`config.mk`:
```
export PLATFORM = sky130hd
export DESIGN_NAME = pipe_skid_stage
export DESIGN_NICKNAME = d
export VERILOG_FILES = /design/src/rtl/pipe_pkg.sv /design/src/rtl/pipe_entry_reg.sv /design/src/rtl/pipe_skid_stage.sv
export SDC_FILE = /design/constraint.sdc
export NUM_CORES = 1
export LEC_CHECK = 0
export ABC_AREA = 1
export CORE_ASPECT_RATIO = 0.75
export CORE_MARGIN = 4
export CORE_UTILIZATION = 51
export DETAILED_ROUTE_END_ITERATION = 8
export PLACE_DENSITY = 0.79
export SYNTH_ARGS = -nofsm -noshare
export SYNTH_HDL_FRONTEND = slang
export SYNTH_SLANG_ARGS = --single-unit
```
`constraint.sdc`:
```
create_clock -name clk -period 8.8 [get_ports clk]
set_input_delay 0.88 -clock clk [delete_from_list [all_inputs] [get_ports clk]]
set_output_delay 0.88 -clock clk [all_outputs]
set_load 0.005 [all_outputs]
```
`src/rtl/pipe_pkg.sv`:
```
// Shared definitions for the pipeline stage registers.
//   WORD_WIDTH_DEFAULT / NUM_FIELDS_DEFAULT : default entry geometry
//                                             (instr, PC, PC+4).
//   entry_t : one held entry, a valid bit plus the packed field vector,
//             at the default geometry. Stages built with other widths
//             declare a struct of the same shape ({valid, data}) and pass
//             it to pipe_entry_reg as its entry type.
package pipe_pkg;

    localparam int WORD_WIDTH_DEFAULT = 32;
    localparam int NUM_FIELDS_DEFAULT = 3;

    typedef struct packed {
        logic                                             valid;
        logic [NUM_FIELDS_DEFAULT*WORD_WIDTH_DEFAULT-1:0] data;
    } entry_t;

endpackage

```
`src/rtl/pipe_entry_reg.sv`:
```
// One entry register: a valid bit plus its field vector.
//   clk, reset : rising-edge clock, asynchronous active-high reset
//                (reset zeroes valid and data).
//   load       : capture d (the caller sets d.valid).
//   clear      : drop the entry (valid=0). It has priority over load.
//   clear_data : together with clear, also zero the data; otherwise the
//                stale data is kept so the output holds its last value.
//   d, q       : next / current entry; entry_t must have the fields
//                valid and data.
module pipe_entry_reg #(
    parameter type entry_t = pipe_pkg::entry_t
) (
    input  logic   clk,
    input  logic   reset,
    input  logic   load,
    input  logic   clear,
    input  logic   clear_data,
    input  entry_t d,
    output entry_t q
);

    always_ff @(posedge clk or posedge reset) begin
        if (reset) begin
            q <= '0;
        end else if (clear) begin
            q.valid <= 1'b0;
            if (clear_data) begin
                q.data <= '0;
            end
        end else if (load) begin
            q <= d;
        end
    end

endmodule

```
`src/rtl/pipe_skid_stage.sv`:
```
// Two-entry skid-buffer pipeline stage with flush.
//   clk, reset           : rising-edge clock, asynchronous active-high reset.
//   flush                : synchronous kill of all held entries and of any
//                          entry offered in the same cycle.
//   in_valid / in_ready  : upstream handshake. in_ready is a register
//                          output (NOT skid.valid), so there is no
//                          combinational path from out_ready.
//   in_data              : NUM_FIELDS fields, field k at [k*WORD_WIDTH +: WORD_WIDTH].
//   out_valid / out_ready: downstream handshake, driven from the main entry.
//   out_data             : main entry fields, same packing as in_data.
//   occupancy            : registered count of valid entries, 0..2.
module pipe_skid_stage
    import pipe_pkg::*;
#(
    parameter int WORD_WIDTH     = WORD_WIDTH_DEFAULT,
    parameter int NUM_FIELDS     = NUM_FIELDS_DEFAULT,
    parameter bit CLEAR_ON_FLUSH = 1'b1
) (
    input  logic                             clk,
    input  logic                             reset,
    input  logic                             flush,
    input  logic                             in_valid,
    output logic                             in_ready,
    input  logic [NUM_FIELDS*WORD_WIDTH-1:0] in_data,
    output logic                             out_valid,
    input  logic                             out_ready,
    output logic [NUM_FIELDS*WORD_WIDTH-1:0] out_data,
    output logic [1:0]                       occupancy
);

    // Same shape as pipe_pkg::entry_t, sized by this instance's parameters.
    typedef struct packed {
        logic                             valid;
        logic [NUM_FIELDS*WORD_WIDTH-1:0] data;
    } stage_entry_t;

    stage_entry_t main_q, main_d, skid_q, skid_d;
    logic         main_load, main_clear, skid_load, skid_clear;
    logic         clear_data;
    logic         in_xfer, out_xfer;
    logic         main_valid_next, skid_valid_next;
    logic [1:0]   occupancy_q;

    assign in_ready   = ~skid_q.valid;
    assign out_valid  = main_q.valid;
    assign out_data   = main_q.data;
    assign occupancy  = occupancy_q;

    assign in_xfer    = in_valid & in_ready;
    assign out_xfer   = main_q.valid & out_ready;
    assign clear_data = flush & CLEAR_ON_FLUSH;

    always_comb begin
        main_load   = 1'b0;
        main_clear  = 1'b0;
        skid_load   = 1'b0;
        skid_clear  = 1'b0;
        main_d      = '0;
        main_d.valid = 1'b1;
        main_d.data  = in_data;
        skid_d       = main_d;

        if (flush) begin
            // A handshake in the same cycle is still consumed downstream;
            // the offered entry is simply dropped.
            main_clear = 1'b1;
            skid_clear = 1'b1;
        end else if (out_xfer) begin
            if (skid_q.valid) begin
                // in_ready is low here, so no input can arrive this cycle.
                main_load  = 1'b1;
                main_d     = skid_q;
                skid_clear = 1'b1;
            end else if (in_xfer) begin
                main_load = 1'b1;
            end else begin
                // Data is kept so out_data holds its last value when empty.
                main_clear = 1'b1;
            end
        end else if (in_xfer) begin
            if (main_q.valid) begin
                skid_load = 1'b1;
            end else begin
                main_load = 1'b1;
            end
        end
    end

    assign main_valid_next = ~main_clear & (main_load | main_q.valid);
    assign skid_valid_next = ~skid_clear & (skid_load | skid_q.valid);

    pipe_entry_reg #(.entry_t(stage_entry_t)) u_main (
        .clk        (clk),
        .reset      (reset),
        .load       (main_load),
        .clear      (main_clear),
        .clear_data (clear_data),
        .d          (main_d),
        .q          (main_q)
    );

    pipe_entry_reg #(.entry_t(stage_entry_t)) u_skid (
        .clk        (clk),
        .reset      (reset),
        .load       (skid_load),
        .clear      (skid_clear),
        .clear_data (clear_data),
        .d          (skid_d),
        .q          (skid_q)
    );

    always_ff @(posedge clk or posedge reset) begin
        if (reset) begin
            occupancy_q <= 2'd0;
        end else begin
            occupancy_q <= {1'b0, main_valid_next} + {1'b0, skid_valid_next};
        end
    end

endmodule

```
==> results of run 1 <==
[cell families (layout without fill, tap and decap cells)]
family | after synthesis | in the layout | synth area share
buffers and inverters | 376 | 535 | 0.154
flip-flops | 196 | 196 | 0.502
adder cells (fa/ha/maj) | 1 | 1 | 0.00128
AND/OR/NAND/NOR | 690 | 690 | 0.293
AO/OA/AOI/OAI | 98 | 98 | 0.0502
[synth_stat cells (all sizes together)]
cell / count
inv: 293
ha: 1
dfrtp: 196
clkinv: 3
o21ai: 96
nand2: 493
nor2: 4
a21oi: 2
clkbuf: 31
nand3: 193
buf: 49
[critical path, stage by stage]
cell and delay (ps):
clkdlybuf4s50_1 440, nand2_1 120, clkinv_2 50, buf_4 460
nand2_1 290, nand2_1 150, nor2_4 600, buf_4 730
nand2_1 170, nand2_1 100
[per-stage QoR]
stage | worst slack, ps | cells | instance area [sq um] | total power, mW | hold WS (ps)
after floorplan | 2580 | 1361 | 9770 | 1.15 | 486
after global placement | 4830 | 1735 | 11800 | 1.33 | 490
after detailed placement | 4730 | 1735 | 11800 | 1.33 | 494
after CTS | 5180 | 1767 | 12300 | 2.08 | 512
after global routing | 4940 | 1767 | 12300 | 2.16 | 527
final | 5080 | 1767 | 12300 | 2.07 | 507
[layout make-up]
| class | instances | area share |
|---|---|---|
| repair buffers | 207 | 0.167 |
| multi-input cells | 789 | 0.274 |
| clock buffers | 19 | 0.0367 |
| well taps | 247 | 0.0251 |
| clock inverters | 13 | 0.00944 |
| inverters | 296 | 0.0908 |
| flip-flops and latches | 196 | 0.398 |
[per-layer routing]
| layer | GRT usage | share of wire | up-vias |
|---|---|---|---|
| met3 | 0.0506 | 0.068 | 32 |
| met4 | 0.0730 | 0.017 | 0 |
| met1 | 0.359 | 0.46 | 4101 |
| met5 | 0 | 0 | - |
| met2 | 0.385 | 0.45 | 312 |
| li1 | - | - | 4323 |
[path summary, 6_finish.rpt]
kind	startpoint	end	slack, ps
min	u_main.q[35]	u_main.q[35]	510
max reg2reg	u_main.q[96]	u_main.q[26]	5520
max	out_ready	u_main.q[26]	5080
min in group asynchronous	reset	u_main.q[91]	1040
min reg2reg	u_main.q[35]	u_main.q[35]	510
max in group asynchronous	reset	u_main.q[1]	6290
[power groups by stage]
stage               sequential [mW]  clock [mW]  combinational [mW]
finish                        0.982       0.756               0.331
global placement              0.998           0               0.328
detailed placement            0.998           0               0.332
global route                  0.988       0.807               0.368
floorplan                     0.997           0               0.153
CTS                           0.982       0.768               0.333
[flip-flops by register name, indices dropped and copies added (netlist names)]
name	count
u_main.q	97
u_skid.q	97
occupancy	2
==> run summary, run 1 <==
The portion of total power attributed to sequential cells is 0.475. For the worst flop-to-flop path, the logic depth is 9. Compared with the post-synthesis result, the final layout area differs by 26.2%.

The remaining antenna violation count came out at 0. The largest voltage drop on the vdd net is 93.9 uV. In this run the worst hold path is classified as register to register. The iteration-0 DRC count of the detailed router is 858. For this run, the register share of the synthesized area comes to 0.502. The cell row count came out at 43. The power share of the clock group is 0.365.

The power per standard cell area came out at 168 nW/um^2. The clock tree from TritonCTS is done. The antenna cell count came out at 0. The hold buffer count at CTS came out at 0.

The clock net sink count is 196. The number of gates resized after CTS was 0. The multi-input logic area is 3370 sq um. The H-tree was split into 4 levels. The final max-slew violation count came to 0. The utilization after layout came out at 0.661. The setup path with the least slack is of type primary input to register. The leakage power figure is 6.70 nW. The clock transition at the register clock pins on the worst setup and hold paths after CTS came out at 70 ps.

The hold violation total from the final report is 0. The worst setup path is launched from a primary input. The share of total power dissipated in combinational logic is 0.160. The total iterations of the first detailed-routing run is 5. Static timing analysis puts the maximum clock frequency at 269 MHz.

The number of nets in the finished design is 1,609. The critical path arrival came out at 4080 ps. The count of unique library cells instantiated by Yosys came out at 18. The starting density of the core came out at 0.523. The pin slew with the least headroom to its limit is 1200 ps. The share of the synthesized area in the top cell type came out at 0.502. Setup repair after global routing left no endpoint under its margin. After detailed routing, the number of remaining DRC violations is 0. The normalized max-slew margin is 0.199. The net switching fraction of the power came out at 0.280. Max-cap violations in this run came to 0. The routed length per instance came out at 14.8 um. The tree is rooted in a clkbuf_16. The die is 168 um wide. The sequential cell area is 4900 sq um.

Buffers placed on the I/O ports in this run total 200. Fill cells in the final layout number 1,560. The via count of the first global-routing pass was 8,418.

No sink is reached through more buffers than the 2 on the longest clock path. The total global routing track utilization came out at 0.249. The TritonCTS buffer count is 17. The pin count of the biggest net entering global routing is 129. The area of the mapped netlist is 9770 sq um. The number of cells on the worst hold path is 2. The required time of the worst setup path came out at 9160 ps. The run finished with clean final reports. The vias per cell is 4.96. The clock network latency to the later pin of the worst-skew pair came out at 430 ps.

The gate count after technology mapping came out at 1,361. The biggest area contributor in the post-synthesis netlist is dfrtp_1. The I/O pin total is 201. The HPWL reported at the end of detailed placement is 15.6 mm. The routed design has 26.2 mm of wire. The first global-routing pass estimated 43.4 mm of wire. The total vias in the final route is 8,768. The maximum fanout along the worst path came out at 98.

The clock period minus final worst setup slack came out at 3720 ps. The synthesized design contains 196 register bits. The initial antenna violation count came out at 0.

After synthesis, the cell types taking the most area are dfrtp_1 50%, nand2_1 19%, inv_1 11%, nand3_1 9.8%, o21ai_0 2.9%. STA classifies the critical path endpoint as a register. The switching power summed over all nets came out at 0.578 mW.

Routability-driven placement finished with a final weighted congestion of 0.791. The mean instance size in the synthesized netlist came out at 7.18 sq um. The share of final-layout standard cells stronger than drive strength 1 is 0.0375. The total grt overflow came out at 0. Of the available clock period, the critical path in the final layout requires 0.423. The core box area is 18,700 sq um. The total of warnings raised by yosys is 0. The top cell types in the final layout, fill and taps aside, are 490 x nand2_1, 281 x inv_1, 200 x clkdlybuf4s50_1, 196 x dfrtp_1, 192 x nand3_1. Internal power comes to 1.49 mW. The post-synth net total is 1,463. The area enclosed by the die boundary came out at 21,500 sq um. The leading cell type in the layout, fill and taps excluded is nand2_1. The total setup buffers inserted after CTS is 0. The clock tree skew after final layout came out at 14.2 ps. The total negative slack for setup checks is 0 ps. The chip height is 128 um. The setup-violating endpoint count in the final report is 0.
Power figures use the tool's default switching activity.
==> run 2: changes to the inputs <==
Clock period 8.8 ns to 3.8 ns, I/O delays scaled along.
==> run summary, run 2 (synthesis gave the netlist of run 1 again) <==
The flow ran to the end, and the final reports show no timing, DRC or antenna violations. The remaining antenna violation count is 0. The count of instances resized after the clock tree is built is 0. The critical path arrival is 2770 ps. The global-route wire length before repair is 42.3 mm. The number of maximum-capacitance constraint violations came out at 0. The clock period minus final worst setup slack came out at 2450 ps.

The final critical-path share of the clock period came out at 0.646. The worst reg-to-reg setup slack came out at 1350 ps. No sink is reached through more buffers than the 2 on the longest clock path. The total vias in the final route came out at 8,773.

The path type of the worst setup path is register to register. Hold timing on the final database bottoms out at a slack of 273 ps. The leakage power figure is 6.75 nW. The total iterations of the first detailed-routing run came out at 5. The total wire length after detailed routing came out at 26.2 mm. The pin count of the biggest net entering global routing is 98. The hold buffer count at CTS came out at 0. The power per standard cell area is 388 nW/um^2. The total power came out at 4.83 mW. The library cells used most frequently in the layout, excluding fill and tap cells, are 490 x nand2_1, 281 x inv_1, 200 x clkdlybuf4s50_1, 196 x dfrtp_1, 192 x nand3_1. The total setup buffers inserted after CTS is 0. TritonCTS built the clock tree. The signal on the critical path passes through nand2_1 -> clkinv_2 -> nand2_4 -> buf_4 -> nand2_1 -> nand2_1 -> inv_1 -> nand2_1 -> nand2_1. The total global routing track utilization came out at 0.243. The I/O pin total came out at 201.

The minimum setup slack in the final design is 1350 ps. The slowest stage of the critical path belongs to the cell nand2_4. The final max-slew violation count is 0. Of the total power, the share spent switching nets is 0.264.

The maximum fanout along the worst path is 56. Once placement finished, the instance area stood at 11,900 sq um. The startpoint of the worst-slack reg-to-reg timing path is u_main.q[96]. The starting density of the core is 0.523. The chip height came out at 128 um. The filler cell count came out at 1,541. The die is 168 um wide. The pin slew with the least headroom to its limit came out at 1090 ps. The internal power component is 3.56 mW. The total grt overflow came out at 0. The total negative slack for setup checks came out at 0 ps. CTS placed an instance of clkbuf_16 at the clock tree root. The cell row count is 43.

Counting cells, the worst reg-to-reg path comes to 9. STA classifies the critical path startpoint as a register. Buffers inserted during clock tree synthesis total 17. At the end of routability-driven placement, the weighted congestion stood at 0.793. The combinational group share of total power is 0.161. The library cell used most frequently in the layout, excluding fill and tap cells, is nand2_1. The type of destination of the critical path is a register. In the final routed layout, each cell accounts on average for 14.8 um.

The antenna cell count is 0. The portion of total power attributed to sequential cells came out at 0.471. The largest stage delay on the critical path came out at 720 ps. The HPWL reported at the end of detailed placement is 16.1 mm. The worst register-to-register path ends at u_main.q[26]. The clock transition at the register clock pins on the worst setup and hold paths after CTS is 70 ps. The cell that appears most often on the critical path is nand2_1.

Setup repair after global routing left no endpoint under its margin. In the final layout, the share of cells above drive strength 1 is 0.0406. The clock tree skew after final layout came out at 11.0 ps. The initial antenna violation count came out at 0.

The post-synthesis to final-layout area growth came out at 27.6%. The clock network latency to the later pin of the worst-skew pair is 420 ps. The largest voltage drop on the vdd net is 263 uV.

The iteration-0 DRC count of the detailed router came out at 885. The area enclosed by the die boundary is 21,500 sq um. The required time of the worst setup path came out at 4110 ps. The clock net sink count is 196. The core region is 18,700 sq um. The worst hold path belongs to the class primary input to asynchronous set/reset pin. The number of nets in the finished design came out at 1,617. The hold violation total from the final report is 0. Of the total power, the clock network draws 0.368. The highest achievable clock rate is 407 MHz. The count of port buffers added during placement is 200.

The final design area excluding fillers came out at 12,500 sq um. The vias per cell is 4.95. Setup violations remaining at the end of the flow were counted as 0.

The via count of the first global-routing pass is 8,316. The H-tree was split into 4 levels. For this run, design rule violations remaining after detail routing come to 0. The setup slack at placement is 974 ps. The switching power summed over all nets is 1.27 mW.

The normalized max-slew margin came out at 0.272.
-- run 2: cell types whose count changed in the layout (fill, tap and decap cells not counted), moves of 3 or more --
cell / previous run / this run
buf_12: 0 / 5
buf_4: 7 / 10
clkinv_2: 1 / 4
clkinv_4: 5 / 2
inv_8: 3 / 0
-- run 2: critical path: cells and delay by family, from the launching register on --
family | cells | cell delay [ps]
buf+inv | 3 | 810
flops | 1 | 430
simple gates | 6 | 1100
-- run 2: through the flow --
stage,instances,utilization
floorplan,1361,-
global placement,1743,0.637
detailed placement,1743,0.637
CTS,1774,0.668
global route,1774,0.668
finish,1774,0.668
-- run 2: power by group through the flow --
stage                     Clock [mW]  Sequential (mW)  Combinational [mW]
after floorplan                    0             2.31               0.355
after CTS                       1.81             2.28               0.785
final                           1.78             2.28               0.777
after detailed placement           0             2.31               0.779
after global routing            1.89             2.29               0.861
after global placement             0             2.31               0.768
-- run 2: worst max-delay path by stage --
stage                             from           end  cells after the start
final                     u_main.q[96]  u_main.q[26]                      9
after global routing      u_main.q[96]  u_main.q[36]                      7
after CTS                 u_main.q[96]  u_main.q[36]                      7
after detailed placement     out_ready  u_main.q[49]                      8
after global placement       out_ready  u_main.q[19]                     10
after floorplan                  reset  occupancy[0]                      1
-- run 2: final cells by class --
| class | instances | area, sq um | share of cell area |
|---|---|---|---|
| Timing Repair Buffer | 215 | 2180 | 0.175 |
| Sequential cell | 196 | 4900 | 0.394 |
| Clock buffer | 20 | 447 | 0.0358 |
| Multi-Input combinational cell | 789 | 3380 | 0.271 |
| Inverter | 296 | 1120 | 0.0897 |
| Tap cell | 247 | 309 | 0.0248 |
| Clock inverter | 11 | 128 | 0.0102 |
-- run 2: routing by layer --
metal,up-vias,global-route usage,wire (um)
li1,4340,-,-
met1,4078,0.345,11800
met2,323,0.377,11900
met3,32,0.0499,1990
met4,0,0.0811,457
met5,-,0,0
==> run 3: changes to the inputs <==
Settings changed: CORE_UTILIZATION 51 to 47, PLACE_DENSITY 0.79 to 0.76.
Clock period 3.8 ns to 2.2 ns, I/O delays scaled along.
==> run summary, run 3 (synthesis gave the netlist of run 1 again) <==
The total vias in the final route is 8,892. The path type of the worst setup path is register to output port. The normalized max-slew margin came out at 0.572. The number of nets in the finished design came out at 1,622.

In the final layout, the share of cells above drive strength 1 is 0.0450. The clock transition at the register clock pins on the worst setup and hold paths after CTS is 70 ps. Dividing the final minimum period by the clock period gives 0.757. The largest voltage drop on the vdd net is 525 uV. TritonCTS built the clock tree.

In this run, placement finished with an instance count of 1,783. The area enclosed by the die boundary came out at 23,200 sq um. The vias per cell came out at 4.90.

Of all nets on the critical path, the largest fanout is 3. The initial antenna violation count is 0. The tool flagged a number of max-cap violations equal to 0.

The H-tree generated during clock tree synthesis spans 4 levels. The clock period minus final worst setup slack came out at 1670 ps. Setup repair after global routing left no endpoint under its margin. The via count of the first global-routing pass is 8,565. The utilization after layout came out at 0.624. Summed over all failing endpoints, the final setup total negative slack is 0 ps. The post-layout instance count excluding filler cells is 1,814. The remaining antenna violation count is 0. The required time of the worst setup path came out at 1980 ps. On the final layout, the worst clock skew is 10.5 ps. The design draws 8.54 mW. The final max-slew violation count is 0.

For this run, the total global-route usage over all layers was measured as 0.231. The total grt overflow is 0. The post-placement cell area came out at 12,100 sq um. The sequential cell area came out at 4900 sq um. Static timing analysis puts the maximum clock frequency at 600 MHz.

The number of remaining DRC errors is 0. The pin count of the biggest net entering global routing came out at 115. Post-CTS repair changed the size of 0 cells. The top cell types in the final layout, fill and taps aside, are 490 x nand2_1, 281 x inv_1, 200 x clkdlybuf4s50_1, 196 x dfrtp_1, 192 x nand3_1. The post-synthesis to final-layout area growth is 29.8%.

The multi-input logic area is 3380 sq um. With fillers left out, the area of the finished cells amounts to 12,700 sq um. The number of hold buffers added after CTS was 0. The total wire length after detailed routing came out at 26.9 mm.

The total setup buffers inserted after CTS is 0. CTS placed an instance of clkbuf_16 at the clock tree root. In this run the tool buffered the top-level ports with 200 buffer cells. Dividing total power by cell area gives a power density of 674 nW/um^2. The cell row count came out at 45. For this block, the initial DRC count from the detailed router was 925. The setup-violating endpoint count in the final report came out at 0. For this configuration, the core starts out at a cell density of 0.481.

The tightest min-delay check is of the primary input to asynchronous set/reset pin type. The filler cell count came out at 1,775. The routed length per instance came out at 14.8 um. The cell depth of the worst flop-to-flop path came out at 7. The core box area came out at 20,300 sq um. The antenna cell count is 0. The HPWL reported at the end of detailed placement is 17.0 mm.

The clock network latency to the later pin of the worst-skew pair came out at 430 ps. The leakage power figure came out at 6.84 nW. The run finished with clean final reports. The global-route wire length before repair came out at 43.8 mm. The maximum clock path buffer count came out at 2. Measured along the y axis, the die boundary spans 133 um.

CTS saw 196 sinks. The hold violation total from the final report came out at 0. The worst setup path is launched from a register. For the pin with the worst max-slew slack, the measured transition is 641 ps. The global placer's final weighted congestion came out at 0.813.

The I/O pin total came out at 201. The total iterations of the first detailed-routing run is 5. Leaving out fill and tap cells, the most frequent cell in the layout is nand2_1. The worst setup path is captured at an output port. The critical path arrival is 1450 ps. The TritonCTS buffer count came out at 17. The width of the die is 174 um.
## run 3: cell types whose count changed in the layout (fill, tap and decap cells not counted), moves of 2 or more
cell	previous run	this run
clkinvlp_4	4	2
inv_8	0	3
buf_4	10	6
buf_12	5	14
clkbuf_1	2	0
## run 3: stage by stage
| stage | worst slack, ps | hold slack (ps) |
|---|---|---|
| 6_report | 534 | 294 |
| 4_1_cts | 514 | 321 |
| 3_5_place_dp | 318 | 495 |
| 2_1_floorplan | -552 | 341 |
| 5_1_grt | 459 | 324 |
| 3_3_place_gp | 353 | 491 |
## run 3: final cells by class
cell class	count	area share
Clock buffer	17	0.0336
Tap cell	282	0.0278
Sequential cell	196	0.387
Multi-Input combinational cell	789	0.267
Timing Repair Buffer	220	0.184
Clock inverter	14	0.0135
Inverter	296	0.0881
## run 3: metal layers
metal  vias up  wire length, um  global-route usage
met1      4198            12500               0.336
met3        23             1850              0.0488
li1       4351                -                   -
met2       320            12200               0.361
met4         0              335              0.0457
met5         -                0                   0
## run 3: power by group
part	switching, mW	total, mW	internal (mW)
clock	1.49	3.21	1.72
sequential	0.126	3.93	3.81
combinational	0.734	1.40	0.664
total	2.35	8.54	6.19
## run 3: worst max-delay path: stages (launching register included)
cell             delay [ps]
dfrtp_1                 390
inv_2                    90
clkdlybuf4s50_1         550
## run 3: final timing paths
kind / startpoint / to / slack, ps
worst max register to register: u_main.q[96] / u_main.q[36] / 560
max in group asynchronous: reset / u_skid.q[43] / 1360
worst max-delay path: u_skid.q[96] / in_ready / 530
worst min register to register: u_main.q[2] / u_main.q[2] / 510
worst min-delay path: reset / u_skid.q[86] / 290
min in group clk: in_data[81] / u_skid.q[81] / 360
